## config.mk

```make
export PLATFORM = sky130hd
export DESIGN_NAME = data_mem_responder_flat
export DESIGN_NICKNAME = d
export VERILOG_FILES = /design/src/rtl/data_mem_responder_if.sv /design/src/rtl/data_mem_responder.sv /design/src/flat_wrapper.sv
export SDC_FILE = /design/constraint.sdc
export NUM_CORES = 2
export LEC_CHECK = 0
export CORE_UTILIZATION = 40
export CTS_BUF_LIST = sky130_fd_sc_hd__clkbuf_8
export DETAILED_ROUTE_END_ITERATION = 10
export GPL_TIMING_DRIVEN = 1
export MAX_ROUTING_LAYER = met4
export SYNTH_ARGS = -nofsm -noshare
export SYNTH_HDL_FRONTEND = slang
export SYNTH_SLANG_ARGS = --single-unit
```

## constraint.sdc

```tcl
create_clock -name CLK -period 5.48 [get_ports CLK]
set_input_delay 0.548 -clock CLK [delete_from_list [all_inputs] [get_ports CLK]]
set_output_delay 0.548 -clock CLK [all_outputs]
set_load 0.02 [all_outputs]
```

## src/rtl/data_mem_responder_if.sv

```systemverilog
// data_mem_responder_if
//   Data-port bundle between the CPU (master) and the multi-cycle data
//   memory (slave).
//   master drives : mRD, mWR, DAddr[31:0], DataIn[31:0]
//   slave drives  : DataOut[31:0], Ready, Busy, Err
interface data_mem_responder_if;
  logic        mRD;
  logic        mWR;
  logic [31:0] DAddr;
  logic [31:0] DataIn;
  logic [31:0] DataOut;
  logic        Ready;
  logic        Busy;
  logic        Err;

  modport master (
    output mRD, mWR, DAddr, DataIn,
    input  DataOut, Ready, Busy, Err
  );

  modport slave (
    input  mRD, mWR, DAddr, DataIn,
    output DataOut, Ready, Busy, Err
  );
endinterface

```

## src/rtl/data_mem_responder.sv

```systemverilog
// data_mem_responder
//   Memory-side end of the CPU data port. Captures one read or write,
//   inserts WAIT_CYCLES wait states, then completes with a one-cycle Ready.
//   Ports:
//     CLK    in   clock, rising edge
//     Reset  in   asynchronous active-low reset
//     bus    slave modport of data_mem_responder_if
//            (mRD, mWR, DAddr, DataIn in; DataOut, Ready, Busy, Err out)
//   Parameters: DEPTH_WORDS (power of two, >= 2), WAIT_CYCLES (0..15).
//   Optional feature: define DMEM_ALIGN_CHECK_EN to flag misaligned accesses
//   on Err, suppress misaligned writes and hold DataOut on misaligned reads.
//   Without it Err stays 0 and DAddr[1:0] is ignored.
//
//   state  | meaning
//   IDLE   | waiting for mRD/mWR; captures the request
//   WAIT   | counting down wait states, requests ignored
//   RESP   | Ready high for this one cycle, requests ignored
module data_mem_responder #(
  parameter int DEPTH_WORDS = 64,
  parameter int WAIT_CYCLES = 2
) (
  input  logic                 CLK,
  input  logic                 Reset,
  data_mem_responder_if.slave  bus
);
  localparam int IDX_W = $clog2(DEPTH_WORDS);

  typedef enum logic [1:0] {
    S_IDLE = 2'd0,
    S_WAIT = 2'd1,
    S_RESP = 2'd2
  } state_t;

  state_t            state_q, state_d;
  logic [3:0]        cnt_q, cnt_d;
  logic [IDX_W-1:0]  idx_q, idx_d;
  logic [31:0]       data_q, data_d;
  logic              wr_q, wr_d;
  logic              misal_q, misal_d;
  logic [31:0]       dout_q, dout_d;
  logic              mem_we;

  logic [31:0]       mem [DEPTH_WORDS];

  always_ff @(posedge CLK or negedge Reset) begin
    if (!Reset) begin
      state_q <= S_IDLE;
      cnt_q   <= 4'd0;
      idx_q   <= '0;
      data_q  <= 32'd0;
      wr_q    <= 1'b0;
      misal_q <= 1'b0;
      dout_q  <= 32'd0;
    end else begin
      state_q <= state_d;
      cnt_q   <= cnt_d;
      idx_q   <= idx_d;
      data_q  <= data_d;
      wr_q    <= wr_d;
      misal_q <= misal_d;
      dout_q  <= dout_d;
    end
  end

  // The commit uses the _d view of the request so that with WAIT_CYCLES==0
  // the capture edge and the commit edge coincide and still see live inputs.
  always_comb begin
    state_d = state_q;
    cnt_d   = cnt_q;
    idx_d   = idx_q;
    data_d  = data_q;
    wr_d    = wr_q;
    misal_d = misal_q;
    dout_d  = dout_q;
    mem_we  = 1'b0;
    unique case (state_q)
      S_IDLE: begin
        if (bus.mRD || bus.mWR) begin
          idx_d  = bus.DAddr[IDX_W+1:2];
          data_d = bus.DataIn;
          wr_d   = bus.mWR;
`ifdef DMEM_ALIGN_CHECK_EN
          misal_d = (bus.DAddr[1:0] != 2'b00);
`else
          misal_d = 1'b0;
`endif
          cnt_d   = 4'(WAIT_CYCLES);
          state_d = (WAIT_CYCLES == 0) ? S_RESP : S_WAIT;
        end
      end
      S_WAIT: begin
        cnt_d = cnt_q - 4'd1;
        if (cnt_q == 4'd1) state_d = S_RESP;
      end
      S_RESP:  state_d = S_IDLE;
      default: state_d = S_IDLE;
    endcase
    if ((state_d == S_RESP) && (state_q != S_RESP) && !misal_d) begin
      // Reset gating keeps a request held through reset from writing memory.
      if (wr_d) mem_we = Reset;
      else      dout_d = mem[idx_d];
    end
  end

  always_ff @(posedge CLK) begin
    if (mem_we) mem[idx_d] <= data_d;
  end

  // misal_q is constant 0 without the alignment check, so Err is tied low.
  always_comb begin
    bus.Ready   = (state_q == S_RESP);
    bus.Busy    = (state_q != S_IDLE);
    bus.Err     = (state_q == S_RESP) && misal_q;
    bus.DataOut = dout_q;
  end
endmodule

```

## src/flat_wrapper.sv

```systemverilog
// flat-port wrapper written by rule: the top's interface ports become plain ports
module data_mem_responder_flat 
#(
  parameter int DEPTH_WORDS = 64,
  parameter int WAIT_CYCLES = 2
)
  (CLK, Reset, bus_mRD, bus_mWR, bus_DAddr, bus_DataIn, bus_DataOut, bus_Ready, bus_Busy, bus_Err);
  data_mem_responder_if bus_i ();
  input  logic CLK;
  input  logic Reset;
  input wire logic [$bits(bus_i.mRD)-1:0] bus_mRD;
  input wire logic [$bits(bus_i.mWR)-1:0] bus_mWR;
  input wire logic [$bits(bus_i.DAddr)-1:0] bus_DAddr;
  input wire logic [$bits(bus_i.DataIn)-1:0] bus_DataIn;
  output wire logic [$bits(bus_i.DataOut)-1:0] bus_DataOut;
  output wire logic [$bits(bus_i.Ready)-1:0] bus_Ready;
  output wire logic [$bits(bus_i.Busy)-1:0] bus_Busy;
  output wire logic [$bits(bus_i.Err)-1:0] bus_Err;
  assign bus_i.mRD = bus_mRD;
  assign bus_i.mWR = bus_mWR;
  assign bus_i.DAddr = bus_DAddr;
  assign bus_i.DataIn = bus_DataIn;
  assign bus_DataOut = bus_i.DataOut;
  assign bus_Ready = bus_i.Ready;
  assign bus_Busy = bus_i.Busy;
  assign bus_Err = bus_i.Err;
  data_mem_responder #(.DEPTH_WORDS(DEPTH_WORDS), .WAIT_CYCLES(WAIT_CYCLES)) u_core (.CLK(CLK), .Reset(Reset), .bus(bus_i));
endmodule
```

==> metrics.md <==
| Metric | Value |
|---|---|
| Root buf cell | clkbuf_8 |
| Fill cells | between 15000 and 20000 |
| GRT Overall Usage | roughly 28% |
| Tmin final | 4770 ps |
| Max VDD drop | ~0.00046 V |
| GRT overflow | 0 |
| Worst setup margin | about 710 ps |
| Data required time of the worst path | between 6000 and 7000 ps |
| First-pass GRT wire length | 435000 µm |
| CTS tree | done |
| Worst R2R Start | u_core.state_q[0] |
| Min-delay worst type | input port to asynchronous set/reset pin |
| Clock transition at path regs | 60 ps |
| Vias per cell | about 6.4 |
| Layout net count | 6435 |
| Setup TNS | 0 ps |
| Post-synthesis sequential area ratio | between 70% and 80% |
| Final Non-Filler Cells | approximately 9500 |
| Post-detail-place hpwl | 168000 µm |
| Area after DPL | roughly 94000 µm² |
| Top_reg_cell synth | edfxtp_1 |
| Maximum clock frequency | about 0.21 GHz |
| Vias in the first global route | approximately 60000 |
| CP Capture Point | u_core.bus.DataOut[25] |
| Critical path fanouts, max | 35 |
| Max_cap viols | 0 |
| Clock Path Buffers | 4 |
| IO Count | around 100 |
| Vias | 61200 |
| Row cnt | between 150 and 200 |
| Design Area, Final | around 100000 µm² |
| Initial Util | around 40% |
| Clock Latency Late Sink | approximately 1100 ps |
| Largest net degree at the start of global routing | 230 |
| Number of enable flip-flop cells after synthesis | 2048 |
| Gate power share | 35.3% |
| Setup violators final | 0 |
| Fin Clk Skew | 72.5 ps |
| Resized cells post-CTS | 0 |
| TritonRoute pass-1 iters | 9 |
| Flop-to-flop setup slack | 710 ps |
| Clk sink count | 2126 |
| Layout cells sized above 1 | between 10% and 20% |
| Rel. slew slack | approximately 17% |
| Die H | about 470 µm |
| Final hold violation count | 0 |
| Die width | 469 µm |
| Synthesized area per cell | ~14 µm² |
| RSZ-0062 raised after global routing | false |
| Measured slew at the worst slew-check pin | approximately 1200 ps |
| Pwr Density | between 500 and 600 nW/µm² |
| Setup CP Type | register to register |
| 1st-iter DRT viols | between 9000 and 10000 |
| Mapped Cells | 6125 |
| CTS H-tree lvls | 5 |
| Post-route DRC | 0 |
| CTS Hold Bufs | 1 |
| Die area | 220000 µm² |
| Reg2Reg Depth | 11 |
| Fraction of registers with async set/reset | 3.67% |
| Sw frac | around 39% |
| Post-CTS setup buffers | 0 |
| Placer Congestion | around 0.9 |
| Outcome | finished clean |
| Worst Path Arrival | approximately 5700 ps |
| Clock Power Share | approximately 24% |
| Wire length per cell | around 33 µm |
| Net switching power | about 21000 µW |
| Crit. Startpoint | u_core.state_q[0] |
| Port Buffers | between 70 and 80 |
| Cell Area, Synth | slightly below 90000 µm² |
| Total leakage power | approximately 0.032 µW |
| Final period util | between 80% and 90% |
| Post-Route WL | 309000 µm |
| Cts bufs inserted | about 360 |
| Layout area overhead | 14.5% |
| Worst Setup Start Kind | register |
| Sequential power share | between 40% and 50% |
| Int Pwr | about 32000 µW |
| Hold_ws | around 180 ps |
| Pre-CTS WS | 632 ps |
| Initial antenna violation count | 10 |
| Syn nets | slightly above 6000 |
| Max-slew violations | 0 |
| Count of different cell masters after synthesis | 67 |
| Total placed cells including tap cells | 8858 |
| Antenna Nets Post-Route | 0 |
| Seq cells post-synth | around 2100 |
| Setup crit end kind | register |
| Core ar. | roughly 220000 µm² |
| Worst r2r dst | u_core.bus.DataOut[25] |
| Yosys warnings | 0 |
==> cell type report <==
| cell class | instances | area, µm² | share of cell area [%] |
|---|---|---|---|
| diodes | 11 | 27.5 | 0.0275 |
| clock buffers | 376 | 5170 | 5.17 |
| multi-input cells | 3442 | 22500 | 22.5 |
| repair buffers | 423 | 4230 | 4.23 |
| well taps | 2854 | 3570 | 3.57 |
| clock inverters | 251 | 1070 | 1.07 |
| flip-flops and latches | 2126 | 63500 | 63.4 |
| inverters | 14 | 67.6 | 0.0675 |
==> worst max-delay path, stage by stage, from the launching register on <==
cell,delay [ps]
dfrtp_1,420
nor2_4,200
buf_4,460
nand2_4,330
mux2i_2,660
inv_2,270
nand3_2,550
buf_4,360
a31oi_1,100
nor4_1,920
buf_4,240
a31oi_1,80
==> worst min path at each step <==
stage                     cells after the start       startpoint                      to
after global placement                        1  u_core.cnt_q[3]         u_core.cnt_q[3]
after detailed placement                      1  u_core.cnt_q[3]         u_core.cnt_q[3]
final                                         2            Reset  u_core.bus.DataOut[28]
after floorplan                               0            Reset   u_core.bus.DataOut[0]
after CTS                                     2            Reset         u_core.idx_q[2]
after global routing                          2            Reset         u_core.idx_q[2]
==> through the flow <==
stage / utilization, % / power, µW
floorplan: - / 31200
global placement: 43.2 / 39500
detailed placement: 43.2 / 39800
CTS: 46.1 / 52400
global route: 46.1 / 54300
finish: 46.1 / 52900
==> Yosys cell counts (all sizes together) (78+ instances only) <==
library cell,number,area (µm²)
buf,154,789
nand2b,236,1480
nand2,565,2120
a31oi,92,576
a21oi,360,1810
edfxtp,2048,61500
a211oi,233,1750
o22ai,136,851
o21a,207,1550
o21ai,240,1200
clkbuf,389,1460
a2111oi,102,920
dfrtp,78,1950
a22oi,352,2640
nor2,99,382
a311oi,228,2000
nand3,159,796
==> power groups by stage <==
stage	clock, µW	combinational, µW	sequential, µW
2_1_floorplan	0	9390	21800
3_3_place_gp	0	17700	21800
3_5_place_dp	0	18000	21800
4_1_cts	12900	18100	21500
5_1_grt	13600	19300	21500
6_report	12800	18600	21500
==> state kept, by name, summed over array words and instances (netlist names) <==
name	flops
u_core.mem	2048
u_core.state_q	2
u_core.idx_q	6
u_core.wr_q	1
u_core.bus.DataOut	32
u_core.data_q	32
u_core.misal_q	1
u_core.cnt_q	4
==> metal layers <==
metal	vias up	wire length (µm)	global-route usage, %
li1	25100	-	-
met1	31000	119000	36.6
met2	4195	139000	41.9
met3	812	34900	6.16
met4	0	16100	13.6
met5	-	0	-
==> cells in the final DEF (no fill, tap or decap), types with 43 or more instances in the layout <==
master              n
a2111oi_0          97
a211oi_1          231
a21boi_0           70
a21oi_1           356
a22o_1             43
a22oi_1           352
a311oi_1          228
a31oi_1            92
buf_12             69
buf_4             278
clkbuf_8          376
clkdlybuf4s50_1    74
clkinv_1           83
dfrtp_1            77
edfxtp_1         2048
inv_1             131
mux2i_1            47
nand2_1           531
nand2b_1          236
nand3_1           153
nor2_4             68
o21a_1            207
o21ai_0           239
o22ai_1           136
==> cells by family after synthesis <==
kind of cell,after synthesis,share of synthesized area [%]
compound gates,2198,17.6
fa+ha+maj,2,0.0286
buf+inv,557,2.63
flops,2126,72.6
mux,60,0.711
simple gates,1182,6.43
Note: power is estimated with default switching activity, not from simulation.
